--- config.mk ---
export PLATFORM = sky130hd
export DESIGN_NAME = n64_vdata_gen
export DESIGN_NICKNAME = d
export VERILOG_FILES = /design/src/rtl/n64_vdata_gen.sv
export SDC_FILE = /design/constraint.sdc
export NUM_CORES = 1
export LEC_CHECK = 0
export BUFFER_PORTS_ARGS = -buffer_cell sky130_fd_sc_hd__buf_2
export CAP_MARGIN = 0
export CORE_ASPECT_RATIO = 0.9
export CORE_MARGIN = 2
export CORE_UTILIZATION = 40
export DETAILED_ROUTE_END_ITERATION = 6
export PLACE_DENSITY_LB_ADDON = 0.1
export SETUP_SLACK_MARGIN = 0.1
export SYNTH_ARGS = -nofsm -noshare
export SYNTH_HDL_FRONTEND = slang
export SYNTH_SLANG_ARGS = --single-unit
--- constraint.sdc ---
create_clock -name VCLK -period 4.2 [get_ports VCLK]
set_input_delay 0.84 -clock VCLK [delete_from_list [all_inputs] [get_ports VCLK]]
set_output_delay 0.84 -clock VCLK [all_outputs]
set_load 0.005 [all_outputs]
--- src/rtl/n64_vdata_gen.sv ---
// N64 VI-style video bus source: nVDSYNC plus 7-bit VD, one sync nibble and R/G/B per pixel.
// NTSC/PAL timing, progressive or interlaced, fixed test patterns.
module n64_vdata_gen #(
    parameter int unsigned H_TOTAL_NTSC = 773,
    parameter int unsigned H_TOTAL_PAL  = 794,
    parameter int unsigned V_TOTAL_NTSC = 263,
    parameter int unsigned V_TOTAL_PAL  = 313,
    parameter int unsigned HSYNC_LEN    = 57,
    parameter int unsigned CLAMP_OFS    = 8,
    parameter int unsigned CLAMP_LEN    = 16,
    parameter int unsigned VSYNC_LINES  = 3,
    parameter int unsigned HSTART       = 128,
    parameter int unsigned HACTIVE      = 640,
    parameter int unsigned VSTART_NTSC  = 16,
    parameter int unsigned VSTART_PAL   = 20,
    parameter int unsigned VACTIVE_NTSC = 240,
    parameter int unsigned VACTIVE_PAL  = 288
) (
    input  logic       VCLK,
    input  logic       RST,
    input  logic       en_i,
    input  logic       palmode_i,
    input  logic       interlaced_i,
    input  logic [1:0] pattern_i,
    output logic       nVDSYNC_o,
    output logic [6:0] VD_o,
    output logic       field_o,
    output logic       frame_start_o
);

    typedef enum logic [1:0] {PH_SYNC, PH_R, PH_G, PH_B} phase_t;
    typedef enum logic [1:0] {PAT_BLACK, PAT_WHITE, PAT_BARS, PAT_RAMP} pattern_t;

    localparam logic [9:0] HT_N      = 10'(H_TOTAL_NTSC);
    localparam logic [9:0] HT_P      = 10'(H_TOTAL_PAL);
    localparam logic [8:0] VT_N      = 9'(V_TOTAL_NTSC);
    localparam logic [8:0] VT_P      = 9'(V_TOTAL_PAL);
    localparam logic [9:0] HS_LEN    = 10'(HSYNC_LEN);
    localparam logic [9:0] CL_START  = 10'(HSYNC_LEN + CLAMP_OFS);
    localparam logic [9:0] CL_END    = 10'(HSYNC_LEN + CLAMP_OFS + CLAMP_LEN);
    localparam logic [8:0] VS_LINES  = 9'(VSYNC_LINES);
    localparam logic [9:0] HA_START  = 10'(HSTART);
    localparam logic [9:0] HA_END    = 10'(HSTART + HACTIVE);
    localparam logic [8:0] VA_N      = 9'(VSTART_NTSC);
    localparam logic [8:0] VA_P      = 9'(VSTART_PAL);
    localparam logic [8:0] VA_END_N  = 9'(VSTART_NTSC + VACTIVE_NTSC);
    localparam logic [8:0] VA_END_P  = 9'(VSTART_PAL + VACTIVE_PAL);

    phase_t     ph, ph_nx;
    logic [9:0] h, h_nx;
    logic [8:0] v, v_nx;
    logic       field, field_nx;
    logic       pal_q, il_q;
    pattern_t   pat_q;

    logic       at_origin, pal_eff, il_eff;
    pattern_t   pat_eff;
    logic [9:0] h_total, half, hx;
    logic [8:0] v_total, va_start, va_end;
    logic [2:0] bar;
    logic       bar_on, vs_low, n_hs, n_cl, n_vs, n_cs, active;
    logic [6:0] level, vd_nx;

    always_comb begin
        // Modes bypass the latch at field start so pixel 0 already uses the new values.
        at_origin = (ph == PH_SYNC) && (h == '0) && (v == '0);
        pal_eff   = at_origin ? palmode_i : pal_q;
        il_eff    = at_origin ? interlaced_i : il_q;
        pat_eff   = at_origin ? pattern_t'(pattern_i) : pat_q;

        h_total  = pal_eff ? HT_P : HT_N;
        v_total  = pal_eff ? VT_P : VT_N;
        va_start = pal_eff ? VA_P : VA_N;
        va_end   = pal_eff ? VA_END_P : VA_END_N;
        half     = h_total >> 1;

        ph_nx    = PH_SYNC;
        h_nx     = h;
        v_nx     = v;
        field_nx = field;
        case (ph)
            PH_SYNC: ph_nx = PH_R;
            PH_R:    ph_nx = PH_G;
            PH_G:    ph_nx = PH_B;
            default: begin
                ph_nx = PH_SYNC;
                if (h == h_total - 10'd1) begin
                    h_nx = '0;
                    if (v == v_total - 9'd1) begin
                        v_nx     = '0;
                        field_nx = il_eff ? ~field : 1'b0;
                    end else begin
                        v_nx = v + 9'd1;
                    end
                end else begin
                    h_nx = h + 10'd1;
                end
            end
        endcase

        n_hs = !(h < HS_LEN);
        n_cl = !((h >= CL_START) && (h < CL_END));
        if (!field)
            vs_low = (v < VS_LINES);
        else
            vs_low = ((v == '0) && (h >= half)) || ((v != '0) && (v < VS_LINES)) ||
                     ((v == VS_LINES) && (h < half));
        n_vs = !vs_low;
        // Serrated csync keeps a falling edge at h=0 on every vsync line.
        n_cs = n_vs ? n_hs : (h >= h_total - HS_LEN);

        active = (h >= HA_START) && (h < HA_END) && (v >= va_start) && (v < va_end);
        hx     = h - HA_START;
        bar    = 3'(hx / 10'd80);
        case (ph)
            PH_R:    bar_on = ~bar[2];
            PH_G:    bar_on = ~bar[1];
            default: bar_on = ~bar[0];
        endcase
        case (pat_eff)
            PAT_WHITE: level = 7'h7F;
            PAT_BARS:  level = bar_on ? 7'h7F : 7'h00;
            PAT_RAMP:  level = hx[9:3];
            default:   level = '0;
        endcase

        if (ph == PH_SYNC)
            vd_nx = {3'b000, n_vs, n_cl, n_hs, n_cs};
        else
            vd_nx = active ? level : '0;
    end

    always_ff @(posedge VCLK) begin
        if (RST || !en_i) begin
            ph            <= PH_SYNC;
            h             <= '0;
            v             <= '0;
            field         <= 1'b0;
            pal_q         <= palmode_i;
            il_q          <= interlaced_i;
            pat_q         <= pattern_t'(pattern_i);
            nVDSYNC_o     <= 1'b1;
            VD_o          <= '0;
            field_o       <= 1'b0;
            frame_start_o <= 1'b0;
        end else begin
            ph            <= ph_nx;
            h             <= h_nx;
            v             <= v_nx;
            field         <= field_nx;
            pal_q         <= pal_eff;
            il_q          <= il_eff;
            pat_q         <= pat_eff;
            nVDSYNC_o     <= (ph != PH_SYNC);
            VD_o          <= vd_nx;
            field_o       <= field;
            frame_start_o <= at_origin;
        end
    end

endmodule

==> results of run 1 <==
## cells by family after synthesis
| kind of cell | count (synthesis) | share of synthesized area |
|---|---|---|
| AOI/OAI and AO/OA | 70 | 0.171 |
| xor gates and xnor gates | 20 | 0.0687 |
| adders and majority gates | 25 | 0.123 |
| buffers and inverters | 28 | 0.0476 |
| DFF | 36 | 0.283 |
| muxes | 6 | 0.0245 |
| and+or+nand+nor | 134 | 0.282 |
## worst max-delay path, stage by stage (launching register included)
cell and delay (ps):
dfxtp_1 320, inv_1 120, ha_1 160, or3b_4 420
or2_4 300, or4_4 530, and2_4 210, inv_2 120
ha_1 240, nand3_1 120, o22ai_1 100, o311ai_2 280
nor4_1 100, a2111oi_2 360, buf_4 180, o22a_1 140
o211ai_1 80
## through the flow
stage	instances	worst slack [ps]	util
after floorplan	319	272	-
after global placement	422	224	0.451
after detailed placement	422	94.9	0.451
after CTS	430	165	0.466
after global routing	430	62.9	0.468
final	430	281	0.468
## metal layers
metal | GRT usage | wire length, µm | up-vias | share of wire
li1 | - | - | 1172 | -
met1 | 0.302 | 3500 | 1072 | 0.52
met2 | 0.307 | 3000 | 34 | 0.44
met3 | 0.0352 | 220 | 6 | 0.032
met4 | 0.0515 | 46 | 0 | 0.0068
met5 | 0 | 0 | - | 0
## cell usage after synthesis (all sizes together), types with 7 or more instances
master | count | share of area
nor2 | 39 | 0.057
dfxtp | 36 | 0.28
nand3 | 9 | 0.018
clkbuf | 10 | 0.015
xnor2 | 9 | 0.031
nand2 | 24 | 0.036
o21ai | 22 | 0.045
nor3 | 7 | 0.018
xor2 | 11 | 0.038
nand4 | 7 | 0.017
ha | 25 | 0.12
a21oi | 21 | 0.043
inv | 13 | 0.019
## what timing repair did
item	4_1_cts	5_1_grt
endpoints found under the setup margin	1	8
cloned	0	0
gates resized for setup	1	5
## final timing paths
kind / from / end / slack (ps) / cells after the start
min reg2reg: il_q / il_q / 490 / 1
min: il_q / il_q / 490 / 1
max: h[1] / VD_o[0] / 280 / 16
max reg2reg: h[1] / VD_o[0] / 280 / 16
## flip-flops by register name, indices dropped and copies added (netlist names), 2 cells and up
| name | flops |
|---|---|
| ph | 2 |
| pat_q | 2 |
| VD_o | 7 |
| v | 9 |
| h | 10 |
## power by group through the flow
| stage | Clock [mW] | Sequential, mW | Combinational [mW] |
|---|---|---|---|
| after floorplan | 0 | 0.358 | 0.0483 |
| after global placement | 0 | 0.358 | 0.0666 |
| after detailed placement | 0 | 0.358 | 0.0671 |
| after CTS | 0.271 | 0.350 | 0.0673 |
| after global routing | 0.285 | 0.351 | 0.0763 |
| final | 0.262 | 0.350 | 0.0676 |
## layout make-up
| type | instances | area share |
|---|---|---|
| repair buffers | 30 | 0.0643 |
| flip-flops and latches | 36 | 0.250 |
| multi-input cells | 255 | 0.598 |
| clock buffers | 8 | 0.0313 |
| well taps | 87 | 0.0378 |
| inverters | 14 | 0.0182 |
==> qor.yml, run 1 <==
status:
  status: "finished, final reports clean"
cts:
  numCtsBuffers: 5
  clock_latency_ps: 290
  cts_buffer_depth: 2
  clk_pin_slew_ps: 70
  hold_buffers: 0
  clkSinkCount: 36
  root_buffer: "clkbuf_8"
  cts_tree: "yes"
  post_cts_buffers: 0
  htreeDepth: 2
synth:
  seq_area_frac_synth: 0.283
  mappedNetlistArea_mm2: 0.00255
  synth_cell_types: 60
  async_flop_share: 0
  yosysWarnings: 0
  synth_edf_count: 0
  ys_ff_latch: 36
  synth_top_flop_cell: "dfxtp_1"
  synth_nets: 351
  synthCells: 319
  syn_area_per_cell_um2: 7.99
routing:
  ant_nets: 0
  firstDrtPassIters: 4
  routed_wl_um: 6770
  via_count: 2284
  drc: 0
  routed_via_density: 5.31
  drtIter0Drc: 153
  wl_per_cell_um: 15.7
pwr:
  p_int_mw: 0.509
  power_frac_seq: 0.515
  switchingPower_mw: 0.171
  p_sw_frac: 0.251
  cellPowerDensity_mw_per_mm2: 236
  total_power_mw: 0.680
  vdd_drop_max_mv: 0.113
  leakage_nw: 1.17
  p_clk_frac: 0.385
  pwr-share-comb: 0.099
place:
  placed_cell_area_mm2: 0.00277
  io_buffers: 16
  hpwl_um: 4870
  gp_congestion: 0.818
sta:
  finalMaxSlewViolations: 0
  final_hold_viol_count: 0
  max_freq_ghz: 0.255
  grt_setup_unrepaired: "true"
  fin_crit_ps: 3920
  finalClockSkew_ps: 9.40
  setup_violations: 0
  fin_setup_tns_ps: 0
  relSlewSlack: 0.577
  worst_pin_slew_ps: 630
  fin_hold_ws_ps: 487
  post-route-period-util: 0.933
floorplanning:
  die_x_um: 88.1
  die_h_um: 79.7
  io_pins: 17
  coreArea_mm2: 0.00615
  rows: 27
  initial_core_util: 0.415
  dieArea_mm2: 0.00703
layout:
  area_growth_pct: 13.0
  stdcell_area_mm2: 0.00288
  drive_above_1_share: 0.157
  multi_input_area_mm2: 0.00172
  nNetsFinal: 374
  layout_commonest_cell: "nor2_1"
  regArea_um2: 721
  diodes: 0
  nFillCells: 623
  most-common-layout-cells: "nor2_1 (38), dfxtp_1 (36), ha_1 (25)"
global_routing:
  grt_pass1_wl_um: 11100
  antenna_found_initial: 0
  grt_pass1_vias: 2221
  grt_max_degree: 19
  overflow: 0
  grt_usage: 0.204
critical_path:
  required_ps: 4340
  crit_path_start_kind: "flip-flop"
  cp_max_fo: 8
  critPathArrivalTime_ps: 4060
  endpoint_kind: "flip-flop"
  criticalPathCategory: "flip-flop to flip-flop"
worst_hold_path:
  hold_path.class: "flip-flop to flip-flop"
flow_run:
  maxCapViolCount: 0
Note: power is estimated with default switching activity, not from simulation.
==> inputs of run 2 (changes only) <==
--- a/config.mk
+++ b/config.mk
@@ -11,6 +11,7 @@
 export CORE_MARGIN = 2
 export CORE_UTILIZATION = 40
 export DETAILED_ROUTE_END_ITERATION = 6
+export GPL_TIMING_DRIVEN = 0
 export PLACE_DENSITY_LB_ADDON = 0.1
 export SETUP_SLACK_MARGIN = 0.1
 export SYNTH_ARGS = -nofsm -noshare
==> run 2 against run 1 <==
Against the previous run: non-clock buffer count decreased by 1; maximum frequency down 1.4%; global-route usage decreased by 0.27 points; sequential cell count did not move; combinational power grew 2%; highest routed layer unchanged; clock skew decreased by 2.6 ps; setup slack lost 54 ps; hold slack got worse by 5.9 ps; via count grew 1.0%; critical path type unchanged.
==> qor.yml, run 2 (synthesis results as in run 1) <==
floorplanning:
  io_pins: 17
  initial_core_util: 0.415
  die_x_um: 88.1
  die_h_um: 79.7
  rows: 27
  coreArea_mm2: 0.00615
  dieArea_mm2: 0.00703
sta:
  finalWorstSetupSlack_ps: 227
  grt_setup_unrepaired: "true"
  final_hold_viol_count: 0
  relSlewSlack: 0.584
  max_freq_ghz: 0.252
  finalClockSkew_ps: 6.84
  fin_crit_ps: 3970
  fin_hold_ws_ps: 481
  setup_violations: 0
  worst_pin_slew_ps: 607
  post-route-period-util: 0.946
  finalMaxSlewViolations: 0
critical_path:
  criticalPathCategory: "flip-flop to flip-flop"
  critPathArrivalTime_ps: 4100
  slowest_stage: "or4_4"
  cpMostUsedCell: "ha_1"
  path_cells: "inv_2 > ha_1 > or3b_4 > or2_4 > or4_4 > and2_4 > ha_1 > nand3_1 > o22ai_2 > o311ai_1 > and3_1 > a2111oi_4 > o22a_1 > o211ai_1"
  slowest_delay_ps: 540
  crit_path_start_kind: "flip-flop"
  required_ps: 4330
  endpoint_kind: "flip-flop"
  cp_max_fo: 8
routing:
  routed_wl_um: 6540
  drc: 0
  via_count: 2307
  drtIter0Drc: 119
  firstDrtPassIters: 4
  ant_nets: 0
  routed_via_density: 5.38
  wl_per_cell_um: 15.2
layout:
  diodes: 0
  nNetsFinal: 373
  multi_input_area_mm2: 0.00174
  drive_above_1_share: 0.146
  layout_commonest_cell: "nor2_1"
  regArea_um2: 722
  stdcell_area_mm2: 0.00286
  largest_reg_flops: 10
  regMostFlops: "h"
  top_regs: "h: 10 flops, v: 9 flops, VD_o: 7 flops"
  area_growth_pct: 12.3
  most-common-layout-cells: "nor2_1 (39), dfxtp_1 (35), ha_1 (25)"
  nFillCells: 660
pwr:
  switchingPower_mw: 0.174
  p_sw_frac: 0.255
  p_clk_frac: 0.383
  power_frac_seq: 0.515
  vdd_drop_max_mv: 0.110
  cellPowerDensity_mw_per_mm2: 238
  leakage_nw: 1.15
  p_int_mw: 0.507
  pwr-share-comb: 0.102
  total_power_mw: 0.680
global_routing:
  antenna_found_initial: 0
  grt_pass1_vias: 2210
  grt.met2_usage: 0.305
  met1_usage: 0.288
  grt.busiest_layer: "met2"
  grt_max_degree: 12
  grt_usage: 0.202
  grt.met3_usage: 0.0403
  overflow: 0
  grt_pass1_wl_um: 10900
place:
  placed_cell_area_mm2: 0.00274
  io_buffers: 16
  gp_congestion: 0.935
  hpwl_um: 4780
  dp_slack_ps: -344
status:
  status: "finished, final reports clean"
cts:
  numCtsBuffers: 5
  clk_pin_slew_ps: 70
  clkSinkCount: 36
  post_cts_buffers: 0
  cts_tree: "yes"
  hold_buffers: 0
  cts_buffer_depth: 2
  clock_latency_ps: 290
  root_buffer: "clkbuf_8"
  htreeDepth: 2
worst_hold_path:
  hold_path.class: "flip-flop to flip-flop"
flow_run:
  maxCapViolCount: 0
run 2: cell count changes in the layout (fill, tap and decap cells not counted), moves of 2 or more:
cell / delta
buf_4: -12
inv_2: +2
clkbuf_1: +7
clkinv_2: +2
inv_1: -2
run 2: area by class of cell:
cell class / instances / share of cell area
buffer: 13 / 0.0227
clock buffer: 6 / 0.0289
clock inverter: 2 / 0.00350
inverter: 14 / 0.0184
multi-input combinational: 255 / 0.608
sequential: 36 / 0.252
tap: 87 / 0.0380
timing repair buffer: 16 / 0.0280
run 2: worst max-delay path: cells and delay by family (launching register included):
family | cells | cell delay (ps)
and+or+nand+nor | 6 | 1860
AOI/OAI and AO/OA | 5 | 980
adders and majority gates | 2 | 490
DFF | 1 | 370
buffers and inverters | 1 | 100
run 2: final timing paths:
path / start / slack [ps] / endpoint / cells after the start
setup / recovery: h[0] / 230 / VD_o[0] / 14
hold / removal: il_q / 480 / il_q / 1
setup reg to reg: h[0] / 230 / VD_o[0] / 14
hold reg to reg: il_q / 480 / il_q / 1
run 2: power groups by stage:
| stage | Clock (mW) | Combinational [mW] | Sequential (mW) |
|---|---|---|---|
| finish | 0.261 | 0.0692 | 0.350 |
| global route | 0.292 | 0.0783 | 0.351 |
| floorplan | 0 | 0.0483 | 0.358 |
| detailed placement | 0 | 0.0673 | 0.358 |
| global placement | 0 | 0.0663 | 0.358 |
| CTS | 0.272 | 0.0677 | 0.350 |
run 2: through the flow:
step,utilization,TNS [ps],cells
5_1_grt,0.465,0,429
6_report,0.465,0,429
3_3_place_gp,0.445,-431,422
2_1_floorplan,-,0,319
4_1_cts,0.462,0,430
3_5_place_dp,0.445,-508,422
run 2: repair_timing:
item | in CTS | in global routing
resized for setup | 6 | 5
hold endpoints to repair | 0 | 0
pin swaps | 1 | 0
endpoints found under the setup margin | 4 | 19
run 2: per-layer routing:
layer	wire length [µm]	up-vias
met3	195	4
met1	3410	1098
li1	-	1178
met4	29	0
met2	2900	27
met5	0	-
==> inputs of run 3 (changes only) <==
--- a/config.mk
+++ b/config.mk
@@ -5,12 +5,12 @@
 export SDC_FILE = /design/constraint.sdc
 export NUM_CORES = 1
 export LEC_CHECK = 0
-export BUFFER_PORTS_ARGS = -buffer_cell sky130_fd_sc_hd__buf_2
 export CAP_MARGIN = 0
 export CORE_ASPECT_RATIO = 0.9
 export CORE_MARGIN = 2
-export CORE_UTILIZATION = 40
+export CORE_UTILIZATION = 25
 export DETAILED_ROUTE_END_ITERATION = 6
+export DONT_BUFFER_PORTS = 1
 export GPL_TIMING_DRIVEN = 0
 export PLACE_DENSITY_LB_ADDON = 0.1
 export SETUP_SLACK_MARGIN = 0.1
==> run 3 against run 2 <==
Against the previous run: combinational power hardly changed; final cell count is 6.3% higher; core utilization is 16 points lower; routed wire length is 11% higher; clock-buffer cell count stayed put; power is 24% higher; non-clock buffer count is 12 lower; critical path type unchanged.
==> qor.yml, run 3 (synthesis results as in run 1) <==
floorplanning:
  dieArea_mm2: 0.0110
  initial_core_util: 0.260
  die_x_um: 110
  coreArea_mm2: 0.00978
  rows: 34
  io_pins: 17
  die_h_um: 99.8
critical_path:
  startpoint: "h[1]"
  reg2reg_from: "h[1]"
  reg2reg_to: "VD_o[1]"
  reg2regPathDepth: 12
  crit_path_start_kind: "flip-flop"
  endpoint_kind: "flip-flop"
  criticalPathCategory: "flip-flop to flip-flop"
  critPathArrivalTime_ps: 4120
  cp_max_fo: 8
  required_ps: 4380
  r2r_slack_ps: 260
sta:
  finalClockSkew_ps: 4.75
  fin_hold_ws_ps: 483
  relSlewSlack: 0.532
  post-route-period-util: 0.939
  final_hold_viol_count: 0
  worst_pin_slew_ps: 683
  fin_crit_ps: 3940
  finalMaxSlewViolations: 0
  max_freq_ghz: 0.254
  setup_violations: 0
  grt_setup_unrepaired: "false"
cts:
  clock_latency_ps: 280
  root_buffer: "clkbuf_16"
  numCtsBuffers: 5
  clkSinkCount: 36
  clk_pin_slew_ps: 60
  cts_buffer_depth: 2
  cts_tree: "yes"
  htreeDepth: 2
  hold_buffers: 0
pwr:
  total_power_mw: 0.845
  cellPowerDensity_mw_per_mm2: 285
  vdd_drop_max_mv: 0.138
  leakage_nw: 1.12
layout:
  multi_input_area_mm2: 0.00177
  nFillCells: 1082
  nNetsFinal: 361
  largest_reg_flops: 10
  drive_above_1_share: 0.130
  area_growth_pct: 16.4
  top_regs: "h: 10 flops, v: 9 flops, VD_o: 7 flops"
  regArea_um2: 723
  most-common-layout-cells: "nor2_1 (38), dfxtp_1 (34), ha_1 (24)"
  stdcell_area_mm2: 0.00297
  regMostFlops: "h"
  diodes: 0
  layout_commonest_cell: "nor2_1"
place:
  io_buffers: 0
  gp_congestion: 0.784
  placed_cell_area_mm2: 0.00271
  hpwl_um: 5330
worst_hold_path:
  hold_path_depth: 1
  min-delay-start: "il_q"
  hold_path.class: "flip-flop to flip-flop"
  min_to: "il_q"
routing:
  routed_wl_um: 7280
  drc: 0
  firstDrtPassIters: 4
  wl_per_cell_um: 16.0
  via_count: 2291
  routed_via_density: 5.02
  ant_nets: 0
  drtIter0Drc: 61
global_routing:
  grt_usage: 0.136
  grt_pass1_wl_um: 12100
  grt.met3_usage: 0.0290
  grt.busiest_layer: "met2"
  grt.met2_usage: 0.209
  grt_pass1_vias: 2276
  antenna_found_initial: 0
  grt_max_degree: 12
  overflow: 0
  met1_usage: 0.191
status:
  status: "finished, final reports clean"
flow_run:
  maxCapViolCount: 0
==> run 3: cell type report <==
type,count,area share
tap,126,0.0531
clock buffer,6,0.0434
timing repair buffer,4,0.0101
clock inverter,2,0.0118
multi-input combinational,255,0.597
inverter,14,0.0185
buffer,13,0.0219
sequential,36,0.244
==> run 3: routing by layer <==
metal,part of all wire,up-vias
met5,0,-
met4,0.012,0
met3,0.043,10
met2,0.43,49
met1,0.51,1080
li1,-,1152
==> run 3: how the worst max path moves through the flow <==
stage / endpoint / slack [ps] / cells after the start
after floorplan: VD_o[0] / 270 / 14
after global placement: VD_o[0] / -410 / 14
after detailed placement: VD_o[0] / -350 / 14
after CTS: VD_o[0] / 100 / 15
after global routing: VD_o[0] / 110 / 15
final: VD_o[1] / 260 / 12
==> run 3: critical path, cell delays in order (launching register included) <==
cell and delay, ps:
dfxtp_2 360, inv_2 90, ha_1 130, or3b_4 420, or2_4 300, or4_4 540, and2_4 220, ha_1 170
or4b_2 610, a21oi_1 180, o21ai_1 150, or2_2 400, o211ai_1 270
==> run 3: timing repair <==
action,CTS,global route
endpoints found under the setup margin,6,22
setup buffers,0,4
pin swaps,1,5
gates cloned,0,0
gates resized for setup,5,13
==> run 3: stage by stage <==
stage                      util  setup slack (ps)  TNS [ps]  instances
after floorplan               -               272         0        319
after global placement    0.277              -407      -748        445
after detailed placement  0.277              -346      -562        445
after CTS                 0.294              96.7         0        452
after global routing      0.303               111         0        456
final                     0.303               258         0        456
==> run 3: power by group <==
part,internal [mW],switching [mW],total (mW)
registers,0.348,0.00378,0.351
logic,0.0292,0.0401,0.0693
clock network,0.279,0.145,0.425
total,0.656,0.189,0.845
